**config.mk**
```make
export PLATFORM = sky130hd
export DESIGN_NAME = mod_n_cascade_counter
export DESIGN_NICKNAME = d
export VERILOG_FILES = /design/src/rtl/mod_n_cascade_counter.sv
export SDC_FILE = /design/constraint.sdc
export NUM_CORES = 1
export LEC_CHECK = 0
export CORE_MARGIN = 5
export CORE_UTILIZATION = 55
export DETAILED_ROUTE_END_ITERATION = 8
export DONT_BUFFER_PORTS = 1
export GPL_ROUTABILITY_DRIVEN = 0
export PLACE_DENSITY = 0.8
export SLEW_MARGIN = 10
export SYNTH_ARGS = -nofsm -noshare
export SYNTH_HDL_FRONTEND = slang
export SYNTH_SLANG_ARGS = --single-unit
```
**constraint.sdc**
```tcl
create_clock -name clk -period 1.6 [get_ports clk]
set_input_delay 0.4 -clock clk [delete_from_list [all_inputs] [get_ports clk]]
set_output_delay 0.4 -clock clk [all_outputs]
set_load 0.1 [all_outputs]
```
**src/rtl/mod_n_cascade_counter.sv**
```systemverilog
// -----------------------------------------------------------------------------
// mod_n_cascade_counter
//
// Parametrised multi-digit modulo-N counter (timebase / event counter for the
// 7-segment display and stopwatch blocks). Each digit counts 0..MODULUS-1 and
// ripples carry (up) or borrow (down) into the next digit.
//
// Parameters:
//   DIGITS  - number of cascaded digits (1..8)
//   MODULUS - count range per digit, 0..MODULUS-1 (2..2^W)
//   W       - bits per digit
//
// Ports:
//   clk      in   rising-edge clock
//   reset    in   asynchronous, active-high reset
//   en       in   count enable, one step per clk while high
//   up       in   direction: 1 = increment, 0 = decrement
//   clear    in   synchronous clear (highest priority)
//   load     in   synchronous parallel load (beats en)
//   load_val in   load value, digit i in bits [i*W +: W], digit 0 LS
//   k        out  current count, same digit packing
//   tc       out  terminal count (combinational), usable as cascade enable
//   wrap     out  registered one-cycle pulse after a full-range wrap
//   load_err out  registered one-cycle pulse after a load with illegal digit
//
// Optional build macro:
//   MOD_N_CASCADE_SATURATE_EN - counter saturates at the limit instead of
//   wrapping; wrap is never asserted, tc still flags the limit.
// -----------------------------------------------------------------------------
module mod_n_cascade_counter #(
  parameter int DIGITS  = 2,
  parameter int MODULUS = 10,
  parameter int W       = 4
) (
  input  logic                  clk,
  input  logic                  reset,
  input  logic                  en,
  input  logic                  up,
  input  logic                  clear,
  input  logic                  load,
  input  logic [DIGITS*W-1:0]   load_val,
  output logic [DIGITS*W-1:0]   k,
  output logic                  tc,
  output logic                  wrap,
  output logic                  load_err
);

  // One extra bit so MODULUS = 2^W is representable in the legality compare.
  localparam logic [W:0]   MOD_V = (W+1)'(MODULUS);
  localparam logic [W-1:0] MAX_D = W'(MODULUS - 1);

  logic [DIGITS-1:0][W-1:0] cnt;
  logic [DIGITS-1:0][W-1:0] step_val;
  logic [DIGITS-1:0][W-1:0] load_fix;
  logic [DIGITS-1:0]        load_bad;
  logic                     all_max;
  logic                     all_zero;
  logic                     ripple;

  function automatic logic legal(input logic [W-1:0] d);
    return {1'b0, d} < MOD_V;
  endfunction

  // NOTE: every signal assigned in always_comb gets a default first, otherwise
  // a path that skips the assignment infers a latch.
  always_comb begin
    all_max  = 1'b1;
    all_zero = 1'b1;
    for (int i = 0; i < DIGITS; i++) begin
      all_max  = all_max  & (cnt[i] == MAX_D);
      all_zero = all_zero & (cnt[i] == '0);
    end
  end

  assign tc = en & (up ? all_max : all_zero);

  // Carry/borrow chain: a digit steps only while ripple is still set, i.e.
  // every lower digit was at its roll-over value. An illegal digit is forced
  // to zero and stops the ripple so no spurious carry reaches higher digits.
  always_comb begin
    step_val = cnt;
    ripple   = 1'b1;
    for (int i = 0; i < DIGITS; i++) begin
      if (ripple) begin
        if (!legal(cnt[i])) begin
          step_val[i] = '0;
          ripple      = 1'b0;
        end else if (up) begin
          if (cnt[i] == MAX_D) begin
            step_val[i] = '0;
          end else begin
            step_val[i] = cnt[i] + W'(1);
            ripple      = 1'b0;
          end
        end else begin
          if (cnt[i] == '0) begin
            step_val[i] = MAX_D;
          end else begin
            step_val[i] = cnt[i] - W'(1);
            ripple      = 1'b0;
          end
        end
      end
    end
  end

  // Illegal load digits are replaced by zero and flagged.
  always_comb begin
    for (int i = 0; i < DIGITS; i++) begin
      load_bad[i] = !legal(load_val[i*W +: W]);
      load_fix[i] = load_bad[i] ? '0 : load_val[i*W +: W];
    end
  end

  // NOTE: sequential state uses non-blocking assignments so every register
  // samples pre-edge values regardless of statement order.
  always_ff @(posedge clk or posedge reset) begin
    if (reset) begin
      cnt      <= '0;
      wrap     <= 1'b0;
      load_err <= 1'b0;
    end else if (clear) begin
      cnt      <= '0;
      wrap     <= 1'b0;
      load_err <= 1'b0;
    end else if (load) begin
      cnt      <= load_fix;
      wrap     <= 1'b0;
      load_err <= |load_bad;
    end else if (en) begin
      load_err <= 1'b0;
`ifdef MOD_N_CASCADE_SATURATE_EN
      // At the limit tc is high: hold instead of rolling over.
      if (!tc) begin
        cnt <= step_val;
      end
      wrap <= 1'b0;
`else
      cnt  <= step_val;
      wrap <= tc;
`endif
    end else begin
      wrap     <= 1'b0;
      load_err <= 1'b0;
    end
  end

  assign k = cnt;

endmodule

```
**Yosys cells after proc, flatten, opt, wreduce, memory -nomap -nowiden**

Cells that the tools add are included.

- ROM bits: 0
- Latch bits: 0
- Memories: 0
- Output and inout bits: 11
- Register bits: 10
- Input bits: 14
- Bits in writable memories: 0

- Bitwise gates (word level): 3
- Muxes and demuxes: 24
- Order comparisons: 4
- Multipliers: 0
- Equal/unequal tests: 2
- Shift-type cells: 0
- Div/mod/pow operators: 0
- $add $sub $neg: 4
- Reductions and logical operators: 8

Operator list:

| kind | number |
|---|---|
| 4-bit two-way mux | 11 |
| 8-bit two-way mux | 3 |
| 4-bit < comparator (second input constant) | 4 |
| 1-bit two-way mux | 10 |
| 4-bit by 1-bit adder with 4-bit output (second input constant) | 2 |
| 4-bit equality test (second input constant) | 2 |
| 4-bit logical NOT | 2 |
| 4-bit by 1-bit subtractor with 4-bit output (second input constant) | 2 |
| 3-bit nonzero test | 2 |
| 1-bit bitwise AND | 3 |
| 1-bit logical NOT | 2 |
| 2-bit AND reduction | 1 |
| 2-bit OR reduction | 1 |

**Depth between registers and ports, before layout**

Gate-level depths: netlist of run 1.

- Depth in word-level cells: 8
- Gate-level depth with buffers: 6
- Depth with buffers taken out: 4

**Worst setup path after synthesis of run 1**

Ideal clock, no wire load.

- Kind: reg-to-output
- Start: reg cnt (netlist bit k[0])
- End: out tc
- Arrival time: 2301 ps
- Setup slack: -1101 ps
- Data required time: 1200 ps
- Stages on the path, launching flop included: 5
- Cells stage by stage: dfrtp_1 buf_4 or3_1 nor3_1 o21a_1

- Word-level cells in the longest chain between the ends: 4
- Elaborated cells on any way between the ends: 6
- Classes of those cells: eq/ne: 1; mux: 1; bitwise: 3; reduce/logical: 1

Ends and longest elaborated chain:

| element | RTL line | source |
|---|---|---|
| start, declared | 52 | `logic [DIGITS-1:0][W-1:0] cnt;` |
| start signal, assigned | 127 | `cnt <= load_fix;` |
| start signal, assigned | 139 | `cnt <= step_val;` |
| 4-bit equality test or 4-bit logical NOT (tied branches) | 70, 71 |  |
| 1-bit bitwise AND (on tied branches) | 70, 71 |  |
| 1-bit two-way mux (*) | 75 | `assign tc = en & (up ? all_max : all_zero);` |
| 1-bit bitwise AND (*) | 75 |  |
| end, declared | 43 | `output logic tc,` |

Every way passes the cells marked *; elsewhere a longest branch is shown, timed or not.

**Worst setup path after layout of run 1**

Same ends and word-level chain as after synthesis.

==> qor_table.md, run 1 <==
| Metric | Reported | Unit |
|:---|:---|:---|
| Die X | 49.1 | um |
| Clock-pin slew on the worst setup and hold paths | 0.08 | ns |
| Unrepaired setup endpoints after global routing | yes | - |
| Starting density of the core | 57.1 | % |
| Worst setup slack after placement | -0.122 | ns |
| Wirelength per Cell | 16.2 | um |
| Post-synthesis average cell area | 7.93 | um^2 |
| Area of placed instances | 1020 | um^2 |
| Via count of the routed design | 888 | - |
| Sort of element at the end of the critical path | output port | - |
| Arrival time worst endpoint | 1.59 | ns |
| Post-Synthesis Cell Area | 841 | um^2 |
| Critical path data required time | 1.20 | ns |
| Post-route worst setup slack | -0.387 | ns |
| First-pass GRT wire length | 3730 | um |
| Num ports | 25 | - |
| GRT Util Overall | 19.2 | % |
| Chip height | 49.1 | um |
| Diode insertion count for antenna repair | 0 | - |
| Detail Route Antenna Nets | 0 | - |
| Root Buffer Master | sky130_fd_sc_hd__clkbuf_4 | - |
| Final critical path time including I/O delays and setup | 1.99 | ns |
| Maximum fanout along the worst path | 3 | - |
| FF/Latch Area | 268 | um^2 |
| CTS tree | built | - |
| Insertion delay to the later sink of the worst-skew pair | 0.27 | ns |
| TritonCTS Buffers | 3 | - |
| Core Util, Final | 75.8 | % |
| Slew Viols, Final | 0 | - |
| Proportion of layout cells with a drive suffix above 1 | 38.2 | % |
| Type of the worst min-delay path | in2async | - |
| Sum of routed wire length over all layers | 2250 | um |
| Worst-case clock buffer depth | 2 | - |
| CP startpoint kind | flop | - |
| Run status | finished, violations left | - |
| Share of the yosys chip area belonging to registers | 29.8 | % |
| First drt pass iteration count | 4 | - |
| Hpwl dp | 1610 | um |
| Actual slew at the worst max-slew pin | 0.398 | ns |
| Post-route fraction of the period consumed by the critical path | 124 | % |
| Number of nets in the layout | 138 | - |
| Worst-case hold slack | -0.0138 | ns |
| Main synth FF type | sky130_fd_sc_hd__dfrtp_1 | - |
| Count of warnings emitted by yosys | 0 | - |
| Vias in the first global route | 858 | - |
| Post-synthesis instance total | 106 | - |
| Multi-input gate area in the final layout | 589 | um^2 |
| Mapped Nets | 120 | - |
| Worst setup path category | reg2out | - |
| R2R Setup Slk | -0.18 | ns |
| Initial antenna violation count | 0 | - |
| Total number of H-tree levels | 1 | - |
| FF-to-FF path depth | 5 | - |
| Hold Fails Final Rpt | 10 | - |
| Highest clock frequency the design can meet | 503 | MHz |
| Worst Clk Skew | 0.00293 | ns |
| Non-Filler Cell Area, Final | 1110 | um^2 |
| Critical Path Start | k[0]$_DFFE_PP0P_ | - |
| Worst slew margin relative to its limit | 73.5 | % |
| Setup crit end | tc | - |
| Largest voltage drop on the vdd net | 0.515 | mV |
| Area Overhead vs Synth | 32.6 | % |
| Core Area | 1470 | um^2 |
| Iter 0 DRT Violations | 34 | - |
| Total gr overflow | 0 | - |
| Number of placement rows | 14 | - |
| Number of failing setup endpoints in the final timing report | 6 | - |
| Number of port buffers | 0 | - |
| Power density over the cells | 804 | nW/um^2 |
| Asr flop ratio synth | 100 | % |
| Count of state elements after synthesis | 10 | - |
| Fill cell total of the finished layout | 116 | - |
| Violations in the final reports | negative hold slack, negative setup slack | - |
| Total of max-cap violations | 0 | - |
| Number of instances in the placed design | 134 | - |
| Capturing point of the worst reg2reg path | k[1]$_DFFE_PP0P_ | - |
| Crit Reg-Reg Startpoint | k[0]$_DFFE_PP0P_ | - |
| Synth unique cells | 42 | - |
| TNS Setup | -0.711 | ns |
| Number of vias per cell | 6.39 | - |
| Final non-filler cell total | 139 | - |
| P_leak | 0.434 | nW |
| Number of hold buffers added after cts | 0 | - |
| Number of enable flip-flop cells after synthesis | 0 | - |
| CTS sink count | 10 | - |
| Largest net degree at the start of global routing | 18 | - |
| Die Footprint | 2410 | um^2 |
| Number of DRC violations after detailed routing | 0 | - |
worst min-delay path by stage:
stage / startpoint / end / slack (ns) / depth (start not counted)
5_1_grt: reset / load_err$_DFF_PP0_ / 0.007 / 1
3_5_place_dp: reset / k[5]$_DFFE_PP0P_ / 0.30 / 1
4_1_cts: reset / load_err$_DFF_PP0_ / 0.003 / 1
6_report: reset / load_err$_DFF_PP0_ / -0.01 / 1
3_3_place_gp: reset / k[5]$_DFFE_PP0P_ / 0.29 / 1
2_1_floorplan: reset / load_err$_DFF_PP0_ / 0.24 / 1
where the power goes:
group | switching (W) | internal, W
Clock | 0.000106 | 0.000138
Combinational | 0.000230 | 0.000129
Sequential | 0.0000205 | 0.000273
state kept, by name, indices dropped and copies added (netlist names):
| register | count |
|---|---|
| wrap | 1 |
| load_err | 1 |
| k | 8 |
cells in the final DEF, fill, tap and decap left out, types with 3 or more instances in the layout:
master                      n
sky130_fd_sc_hd__dfrtp_2    5
sky130_fd_sc_hd__buf_4     17
sky130_fd_sc_hd__nor3_1     4
sky130_fd_sc_hd__inv_1      3
sky130_fd_sc_hd__nand2_1    5
sky130_fd_sc_hd__o21ai_0    3
sky130_fd_sc_hd__dfrtp_4    3
sky130_fd_sc_hd__xnor2_1    3
sky130_fd_sc_hd__clkbuf_4   3
sky130_fd_sc_hd__nand2b_1   6
sky130_fd_sc_hd__o21ai_1    5
sky130_fd_sc_hd__nor2_1     6
sky130_fd_sc_hd__nand3_1    5
sky130_fd_sc_hd__a21oi_1    8
area by class of cell:
cell class,count,share of cell area (%)
Timing Repair Buffer,21,17.1
Tap cell,16,1.80
Sequential cell,10,24.0
Multi-Input combinational cell,85,52.9
Inverter,3,1.01
Clock buffer,4,3.25
cell usage after synthesis, types with 2 or more instances:
master | n | share of area (%)
sky130_fd_sc_hd__nor4_1 | 2 | 1.5
sky130_fd_sc_hd__xnor2_1 | 3 | 3.1
sky130_fd_sc_hd__nor3_1 | 5 | 3.0
sky130_fd_sc_hd__or3_1 | 4 | 3.0
sky130_fd_sc_hd__nand2_1 | 5 | 2.2
sky130_fd_sc_hd__clkbuf_1 | 2 | 0.89
sky130_fd_sc_hd__inv_1 | 3 | 1.3
sky130_fd_sc_hd__nor2_1 | 7 | 3.1
sky130_fd_sc_hd__o21ai_1 | 5 | 3.0
sky130_fd_sc_hd__a21oi_1 | 9 | 5.4
sky130_fd_sc_hd__buf_2 | 4 | 2.4
sky130_fd_sc_hd__o21ai_0 | 3 | 1.8
sky130_fd_sc_hd__nand3_1 | 5 | 3.0
sky130_fd_sc_hd__or2_2 | 2 | 1.5
sky130_fd_sc_hd__o211ai_1 | 2 | 1.8
sky130_fd_sc_hd__or3b_1 | 3 | 3.1
sky130_fd_sc_hd__o21a_1 | 3 | 2.7
sky130_fd_sc_hd__nand2b_1 | 6 | 4.5
sky130_fd_sc_hd__dfrtp_1 | 10 | 30
through the flow:
stage	power [W]	hold WS, ns
6_report	0.000896	-0.0138
2_1_floorplan	0.000569	0.240
3_3_place_gp	0.000623	0.286
4_1_cts	0.000887	0.00305
3_5_place_dp	0.000629	0.297
5_1_grt	0.000937	0.00703
cell families (layout without fill, tap and decap cells):
| kind of cell | after synthesis | in the layout | synth area share, % |
|---|---|---|---|
| mux | 1 | 1 | 1.19 |
| flops | 10 | 10 | 29.8 |
| xor+xnor | 4 | 4 | 4.17 |
| simple gates | 45 | 45 | 30.5 |
| buf+inv | 11 | 28 | 5.95 |
| compound gates | 35 | 35 | 28.4 |
what timing repair did:
action	4_1_cts	5_1_grt
pin swaps	3	0
endpoints found under the setup margin	4	9
setup buffers	1	0
gates resized for setup	8	3
worst max-delay path, cell delays in order (launching register included):
cell and delay [ns]:
sky130_fd_sc_hd__dfrtp_4 0.48, sky130_fd_sc_hd__or3_4 0.37, sky130_fd_sc_hd__nor3_4 0.13, sky130_fd_sc_hd__o21a_4 0.16, sky130_fd_sc_hd__buf_12 0.16
routing by layer:
| metal | vias up | routed length, um | track usage [%] |
|---|---|---|---|
| met5 | - | 0 | 0 |
| met4 | 0 | 19 | 6.73 |
| met3 | 4 | 197 | 5.20 |
| met2 | 45 | 1000 | 26.8 |
| met1 | 419 | 1030 | 27.9 |
| li1 | 420 | - | - |
Note: power is estimated with default switching activity, not from simulation.
==> run 2: changes to the inputs <==
- CORE_UTILIZATION: 55 -> 54
- PLACE_DENSITY: 0.8 -> 0.79
==> run 2 against run 1 <==
Compared with the run above:
- the run still ends with negative hold slack, negative setup slack left
- sequential share of layout area decreased by 1.1 points
- clock power decreased by 3%
- clock-buffer cell count unchanged
- register-to-register slack got worse by 0.03 ns
- setup slack improved by 0.0081 ns
==> qor_table.md, run 2 (synthesized netlist as in run 1, its figures left out) <==
| Metric | Reported | Unit | vs previous |
|:---|:---|:---|:---|
| Number of DRC violations after detailed routing | 0 | - | unchanged |
| DR WL met3 | 208 | um | +5.6% |
| Worst Clk Skew | 0.00240 | ns | -0.000526 ns |
| Area Overhead vs Synth | 38.7 | % |  |
| Power density over the cells | 786 | nW/um^2 | -2.2% |
| Clock-pin slew on the worst setup and hold paths | 0.07 | ns | about the same |
| Slew Viols, Final | 0 | - | unchanged |
| Die X | 49.5 | um | +0.73% |
| Sum of routed wire length over all layers | 2360 | um | +5.0% |
| Chain of cells forming the critical path | or3_4, nor3_4, o21a_4, buf_12 | - |  |
| GRT Util Overall | 19.6 | % | +0.43 points |
| Number of nets in the layout | 138 | - | unchanged |
| Hpwl dp | 1640 | um | +1.8% |
| Worst setup slack after placement | -0.136 | ns | -0.0141 ns |
| Vias in the first global route | 811 | - | -5.5% |
| Via count of the routed design | 886 | - | -0.23% |
| M1 WL | 1030 | um | -0.58% |
| Crit Reg-Reg Startpoint | k[0]$_DFFE_PP0P_ | - |  |
| Final non-filler cell total | 139 | - | unchanged |
| First-pass GRT wire length | 3720 | um | -0.35% |
| Critical path data required time | 1.20 | ns | about the same |
| First drt pass iteration count | 4 | - | unchanged |
| Largest voltage drop on the vdd net | 0.556 | mV | +7.9% |
| Type of the worst min-delay path | in2async | - |  |
| Worst slew margin relative to its limit | 73.1 | % | -0.32 points |
| Multi-input gate area in the final layout | 601 | um^2 | +1.9% |
| Worst-case hold slack | -0.0111 | ns | +0.00270 ns |
| TritonCTS Buffers | 3 | - | unchanged |
| Num ports | 25 | - | unchanged |
| FF/Latch Area | 268 | um^2 | unchanged |
| Run status | finished, violations left | - |  |
| Largest stage delay on the critical path | 0.47 | ns | about the same |
| P_leak | 0.444 | nW | +2.4% |
| CP startpoint kind | flop | - |  |
| Diode insertion count for antenna repair | 0 | - | unchanged |
| Number of failing setup endpoints in the final timing report | 6 | - | unchanged |
| Iter 0 DRT Violations | 15 | - | -56% |
| Total gr overflow | 0 | - | unchanged |
| Chip height | 49.5 | um | +0.73% |
| Detail Route Antenna Nets | 0 | - | unchanged |
| Total of max-cap violations | 0 | - | unchanged |
| Hold Fails Final Rpt | 10 | - | unchanged |
| CTS tree | built | - |  |
| Commonest cells after routing, fill and taps aside | sky130_fd_sc_hd__buf_4, sky130_fd_sc_hd__a21oi_1, sky130_fd_sc_hd__nand2b_1, sky130_fd_sc_hd__nor2_1, sky130_fd_sc_hd__o21ai_1 | - |  |
| Post-route fraction of the period consumed by the critical path | 124 | % | -0.50 points |
| Unrepaired setup endpoints after global routing | yes | - |  |
| Highest clock frequency the design can meet | 505 | MHz | +0.41% |
| Highest-delay cell along the critical path | sky130_fd_sc_hd__dfrtp_4 | - |  |
| Number of hold buffers added after cts | 0 | - | unchanged |
| Top Family by Delay on Critical Path | simple AND/OR/NAND/NOR gates | - |  |
| Core Area | 1490 | um^2 | +1.2% |
| Violations in the final reports | negative hold slack, negative setup slack | - |  |
| Actual slew at the worst max-slew pin | 0.403 | ns | +0.00484 ns |
| Most common cell after layout, fill and taps aside | sky130_fd_sc_hd__buf_4 | - |  |
| Worst-case clock buffer depth | 2 | - | unchanged |
| Post-route worst setup slack | -0.379 | ns | +0.00807 ns |
| Insertion delay to the later sink of the worst-skew pair | 0.28 | ns | about the same |
| Proportion of layout cells with a drive suffix above 1 | 40.7 | % | +2.4 points |
| Max reg flops | 8 | - | unchanged |
| Maximum fanout along the worst path | 3 | - | unchanged |
| Die Footprint | 2450 | um^2 | +1.5% |
| Initial antenna violation count | 0 | - | unchanged |
| Largest net degree at the start of global routing | 18 | - | unchanged |
| Number of vias per cell | 6.37 | - | -0.23% |
| Wirelength per Cell | 17.0 | um | +5.0% |
| R2R Setup Slk | -0.21 | ns | -0.03 ns |
| CTS sink count | 10 | - | unchanged |
| Buf+Inv Stages, Crit Path | 1 | - | unchanged |
| CP Depth | 4 | - | unchanged |
| Core Util, Final | 78.3 | % | +2.6 points |
| Arrival time worst endpoint | 1.58 | ns | about the same |
| Sort of element at the end of the critical path | output port | - |  |
| Number of instances in the placed design | 132 | - | -1.5% |
| Total number of H-tree levels | 1 | - | unchanged |
| Final critical path time including I/O delays and setup | 1.98 | ns | -0.00807 ns |
| Number of port buffers | 0 | - | unchanged |
| FF-to-FF path depth | 5 | - | unchanged |
| Starting density of the core | 56.5 | % | -0.67 points |
| Number of placement rows | 14 | - | unchanged |
| Root Buffer Master | sky130_fd_sc_hd__clkbuf_4 | - |  |
| Worst setup path category | reg2out | - |  |
| Critical Path Start | k[0]$_DFFE_PP0P_ | - |  |
| Fill cell total of the finished layout | 93 | - | -20% |
| Uppermost metal layer occupied by signal nets | met4 | - |  |
| WL met2 | 1070 | um | +7.0% |
run 2: changes by cell type in the layout (fill, tap and decap cells not counted):
cell                      before  now
sky130_fd_sc_hd__nor4_2        0    1
sky130_fd_sc_hd__nor2_2        0    1
sky130_fd_sc_hd__buf_12        2    4
sky130_fd_sc_hd__o21ai_0       3    2
sky130_fd_sc_hd__buf_6         2    4
sky130_fd_sc_hd__nor2_4        1    0
sky130_fd_sc_hd__buf_4        17   12
sky130_fd_sc_hd__nand3_2       0    2
sky130_fd_sc_hd__o21ai_1       5    6
sky130_fd_sc_hd__nand3_1       5    3
sky130_fd_sc_hd__buf_8         0    1
sky130_fd_sc_hd__nor4_1        2    1
run 2: worst paths after layout:
path,endpoint
setup / recovery,tc
min in group clk,k[0]$_DFFE_PP0P_
setup reg to reg,k[1]$_DFFE_PP0P_
hold reg to reg,k[5]$_DFFE_PP0P_
max in group asynchronous,k[1]$_DFFE_PP0P_
hold / removal,k[5]$_DFFE_PP0P_
run 2: layer usage:
metal	GRT usage (%)	vias to the layer above
met4	8.30	0
li1	-	426
met3	8.43	8
met5	0	-
met2	29.8	36
met1	24.1	416
run 2: layout make-up:
| type | instances | area share, % |
|---|---|---|
| Multi-Input combinational cell | 85 | 51.5 |
| Sequential cell | 10 | 23.0 |
| Timing Repair Buffer | 21 | 19.7 |
| Clock buffer | 4 | 3.11 |
| Tap cell | 16 | 1.72 |
| Inverter | 3 | 0.966 |
run 2: what timing repair did:
item,in CTS,in global routing
gates resized for setup,6,18
setup endpoints to repair,5,10
setup buffers,1,2
pin swaps,2,4
run 2: worst register-to-register path, delay by kind of cell, from the launching register on:
family | cells | cell delay, ns
compound gates | 2 | 0.57
simple gates | 2 | 0.49
buf+inv | 1 | 0.16
flops | 1 | 0.47
run 2: stage by stage:
stage	hold slack (ns)	setup TNS, ns	power (W)	area, um^2
global placement	0.295	-0.185	0.000619	1010
floorplan	0.240	-1.80	0.000569	897
finish	-0.0111	-0.652	0.000917	1170
detailed placement	0.302	-0.274	0.000627	1010
CTS	0.00169	-0.643	0.000880	1080
global route	0.00733	-1.10	0.000970	1170
run 2: power breakdown:
part	leakage [nW]	internal [W]	switching, W	total (W)
logic	0.302	0.000148	0.000236	0.000384
clock network	0.0210	0.000139	0.0000989	0.000237
registers	0.121	0.000273	0.0000228	0.000296
==> run 3: changes to the inputs <==
- CTS_BUF_LIST: unset -> sky130_fd_sc_hd__clkbuf_16
- REMOVE_ABC_BUFFERS: unset -> 1
- SETUP_SLACK_MARGIN: unset -> 0.4
==> run 3 against run 2 <==
Compared with the run above:
- the flow now stops in 5_1_grt
- area after synthesis stayed put
- synthesized cell count stayed put
==> qor_table.md, run 3 <==
| Metric | Reported | Unit | vs previous |
|:---|:---|:---|:---|
| Root Buffer Master | sky130_fd_sc_hd__clkbuf_16 | - |  |
| Starting density of the core | 56.5 | % | unchanged |
| Number of hold buffers added after cts | 0 | - | unchanged |
| Portion of netlist area occupied by mux cells | 1.19 | % | unchanged |
| Share of the yosys chip area belonging to registers | 29.8 | % | unchanged |
| Tool error | [ERROR DPL-0038] Utilization greater than 100%, impossible to legalize | - |  |
| Total number of H-tree levels | 1 | - | unchanged |
| Most common cell in the synthesized netlist | sky130_fd_sc_hd__dfrtp_1 | - |  |
| Largest area contributor in the netlist | sky130_fd_sc_hd__dfrtp_1 | - |  |
| Halt Stage | 5_1_grt | - |  |
| Count of warnings emitted by yosys | 0 | - | unchanged |
| Post-synthesis average cell area | 7.93 | um^2 | unchanged |
| Num ports | 25 | - | unchanged |
| Largest net degree at the start of global routing | 18 | - |  |
| Synth Area in Adders | 0 | % | unchanged |
| Synth Area in XOR/XNOR | 4.17 | % | unchanged |
| Synth Area in Simple Gates | 30.5 | % | unchanged |
| Area share of the leading cell type in the synthesized netlist | 29.8 | % | unchanged |
| Main synth FF type | sky130_fd_sc_hd__dfrtp_1 | - |  |
| Post-synthesis instance total | 106 | - | unchanged |
| Main combinational cell family by area after synthesis | simple AND/OR/NAND/NOR gates | - |  |
| Post-Synthesis Cell Area | 841 | um^2 | unchanged |
| CTS sink count | 10 | - | unchanged |
| TritonCTS Buffers | 3 | - | unchanged |
| Hpwl dp | 1770 | um | +7.9% |
| Count of state elements after synthesis | 10 | - | unchanged |
| Worst setup endpoint after the global-route repair_timing | tc | - |  |
| Die X | 49.5 | um | unchanged |
| Chip height | 49.5 | um | unchanged |
| Area contributors post-synth | sky130_fd_sc_hd__dfrtp_1, sky130_fd_sc_hd__a21oi_1, sky130_fd_sc_hd__nand2b_1 | - |  |
| Post-synth top cells | sky130_fd_sc_hd__dfrtp_1, sky130_fd_sc_hd__a21oi_1, sky130_fd_sc_hd__nor2_1 | - |  |
| Number of enable flip-flop cells after synthesis | 0 | - | unchanged |
| Number of port buffers | 0 | - | unchanged |
| Synthesized-area fraction occupied by ao, oa, aoi and oai cells | 28.4 | % | unchanged |
| Run status | aborted with a tool error | - |  |
| Worst-case clock buffer depth | 2 | - | unchanged |
| Number of placement rows | 14 | - | unchanged |
| Asr flop ratio synth | 100 | % | unchanged |
| Pin type at the end of the worst path | primary output | - |  |
| Synth unique cells | 42 | - | unchanged |
==> run 3: logic make-up after synthesis <==
family,count (synthesis)
AO/OA/AOI/OAI,35
XOR/XNOR,4
buffers and inverters,11
flip-flops,10
multiplexers,1
AND/OR/NAND/NOR,45
==> run 3: stage by stage <==
stage / instances / cell area [um^2] / setup TNS (ns) / utilization [%] / setup WS (ns)
floorplan: 98 / 802 / -4.78 / - / -1.05
global placement: 137 / 1010 / -0.0608 / 67.6 / -0.0604
detailed placement: 137 / 1010 / -0.190 / 67.6 / -0.0897
CTS: 152 / 1380 / -0.828 / 92.4 / -0.278
==> run 3: timing repair <==
item,CTS
gates resized for setup,53
buffers inserted,11
pin swaps,6
gates cloned,0
endpoints found under the setup margin,20
==> run 4: changes to the inputs <==
- CORE_AREA: unset -> 5 5 66 68
- CORE_MARGIN: 5 -> unset
- CORE_UTILIZATION: 54 -> unset
- CTS_BUF_LIST: sky130_fd_sc_hd__clkbuf_16 -> unset
- DIE_AREA: unset -> 0 0 71 73
- PLACE_DENSITY: 0.79 -> unset
- PLACE_DENSITY_LB_ADDON: unset -> 0.15
- SETUP_SLACK_MARGIN: 0.4 -> unset
- clock period: 1.6 -> 2.1 ns (I/O delays scaled with it)
==> run 4 against run 3 <==
Compared with the run above:
- the flow now finishes without violations
==> qor_table.md, run 4 (synthesized netlist as in run 1, its figures left out) <==
| Metric | Reported | Unit | vs previous |
|:---|:---|:---|:---|
| Most common cell after layout, fill and taps aside | sky130_fd_sc_hd__buf_4 | - |  |
| Vias in the first global route | 786 | - |  |
| Critical path data required time | 1.57 | ns |  |
| P_leak | 0.401 | nW |  |
| Maximum fanout along the worst path | 3 | - |  |
| Unrepaired setup endpoints after global routing | no | - |  |
| CP startpoint kind | flop | - |  |
| Proportion of layout cells with a drive suffix above 1 | 21.7 | % |  |
| Core Util, Final | 27.4 | % |  |
| Clock-pin slew on the worst setup and hold paths | 0.05 | ns |  |
| Slew Viols, Final | 0 | - |  |
| Hold Fails Final Rpt | 0 | - |  |
| Number of nets in the layout | 131 | - |  |
| Root Buffer Master | sky130_fd_sc_hd__clkbuf_8 | - |  |
| Arrival time worst endpoint | 1.51 | ns |  |
| Hpwl dp | 1810 | um | +2.4% |
| Initial antenna violation count | 0 | - |  |
| Worst slew margin relative to its limit | 71.1 | % |  |
| Sum of routed wire length over all layers | 2350 | um |  |
| Max reg flops | 8 | - |  |
| Run status | finished, final reports clean | - |  |
| Worst-case clock buffer depth | 2 | - | unchanged |
| Largest net degree at the start of global routing | 18 | - |  |
| Fill cell total of the finished layout | 433 | - |  |
| Multi-input gate area in the final layout | 553 | um^2 |  |
| First-pass GRT wire length | 3810 | um |  |
| Type of the worst min-delay path | in2async | - |  |
| Number of instances in the placed design | 161 | - | +18% |
| Via count of the routed design | 814 | - |  |
| Total number of H-tree levels | 1 | - | unchanged |
| Starting density of the core | 22.1 | % | -34 points |
| Insertion delay to the later sink of the worst-skew pair | 0.23 | ns |  |
| CTS sink count | 10 | - | unchanged |
| Number of DRC violations after detailed routing | 0 | - |  |
| Diode insertion count for antenna repair | 0 | - |  |
| Power density over the cells | 634 | nW/um^2 |  |
| Final non-filler cell total | 165 | - |  |
| Wirelength per Cell | 14.2 | um |  |
| Number of failing setup endpoints in the final timing report | 0 | - |  |
| GRT Util Overall | 9.38 | % |  |
| Total gr overflow | 0 | - |  |
| Number of vias per cell | 4.93 | - |  |
| Number of hold buffers added after cts | 0 | - | unchanged |
| Commonest cells after routing, fill and taps aside | sky130_fd_sc_hd__buf_4, sky130_fd_sc_hd__dfrtp_1, sky130_fd_sc_hd__a21oi_1, sky130_fd_sc_hd__nor2_1, sky130_fd_sc_hd__nand2b_1 | - |  |
| Total of max-cap violations | 0 | - |  |
| Post-route fraction of the period consumed by the critical path | 97.0 | % |  |
| Highest clock frequency the design can meet | 491 | MHz |  |
| Num ports | 25 | - | unchanged |
| Actual slew at the worst max-slew pin | 0.429 | ns |  |
| FF/Latch Area | 250 | um^2 |  |
| Die X | 71 | um | +44% |
| First drt pass iteration count | 4 | - |  |
| Number of port buffers | 0 | - | unchanged |
| Chip height | 73 | um | +48% |
| Number of placement rows | 23 | - | +9 |
| Largest voltage drop on the vdd net | 0.349 | mV |  |
| Worst setup path category | reg2out | - |  |
| Area Overhead vs Synth | 23.7 | % |  |
| Sort of element at the end of the critical path | output port | - |  |
| Worst Clk Skew | 0.00188 | ns |  |
| CTS tree | built | - |  |
| TritonCTS Buffers | 3 | - | unchanged |
| Final critical path time including I/O delays and setup | 2.04 | ns |  |
| Detail Route Antenna Nets | 0 | - |  |
| Iter 0 DRT Violations | 44 | - |  |
| Core Area | 3800 | um^2 |  |
| Die Footprint | 5180 | um^2 |  |
[run 4: final timing paths]
check | start | endpoint | slack, ns | depth (start not counted)
worst max-delay path | k[3]$_DFFE_PP0P_ | tc | 0.06 | 4
worst min-delay path | reset | k[0]$_DFFE_PP0P_ | 0.18 | 1
worst max register to register | k[1]$_DFFE_PP0P_ | k[1]$_DFFE_PP0P_ | 0.29 | 6
worst min register to register | k[5]$_DFFE_PP0P_ | k[5]$_DFFE_PP0P_ | 0.61 | 2
max in group asynchronous | reset | k[6]$_DFFE_PP0P_ | 1.62 | 1
min in group clk | clear | k[0]$_DFFE_PP0P_ | 0.35 | 1
[run 4: where the power goes]
group	switching (W)	leakage (nW)	internal, W
Clock	0.0000737	0.0216	0.000125
Sequential	0.0000141	0.134	0.000205
Combinational	0.000165	0.246	0.0000764
Total	0.000253	0.401	0.000407
[run 4: timing repair]
| action | 4_1_cts | 5_1_grt |
|---|---|---|
| setup buffers | 0 | 1 |
| cloned | 0 | 0 |
| setup endpoints to repair | 1 | 1 |
| resized for setup | 2 | 2 |
| pin swaps | 1 | 0 |
[run 4: cell type report]
| class | instances | share of cell area, % |
|---|---|---|
| tap | 50 | 6.02 |
| multi-input combinational | 85 | 53.2 |
| timing repair buffer | 14 | 11.7 |
| clock buffer | 3 | 3.97 |
| inverter | 3 | 1.08 |
| sequential | 10 | 24.1 |
[run 4: through the flow]
step | cell area [um^2] | power (W) | hold slack, ns | setup slack (ns) | TNS (ns)
after floorplan | 802 | 0.000404 | 0.365 | -0.678 | -1.17
after global placement | 975 | 0.000458 | 0.455 | 0.150 | 0
after detailed placement | 975 | 0.000458 | 0.449 | 0.138 | 0
after CTS | 1020 | 0.000670 | 0.193 | 0.0129 | 0
after global routing | 1040 | 0.000698 | 0.218 | 0.00701 | 0
final | 1040 | 0.000660 | 0.178 | 0.0639 | 0
[run 4: worst max-delay path: stages, from the launching register on]
cell	delay, ns
sky130_fd_sc_hd__dfrtp_1	0.38
sky130_fd_sc_hd__or3_4	0.41
sky130_fd_sc_hd__nor3_2	0.11
sky130_fd_sc_hd__o21a_1	0.19
sky130_fd_sc_hd__buf_12	0.18
[run 4: metal layers]
metal	track usage, %	routed length, um	vias to the layer above
li1	-	-	402
met1	10.8	1020	390
met2	16.0	1160	20
met3	3.99	163	2
met4	2.51	9	0
met5	0	0	-
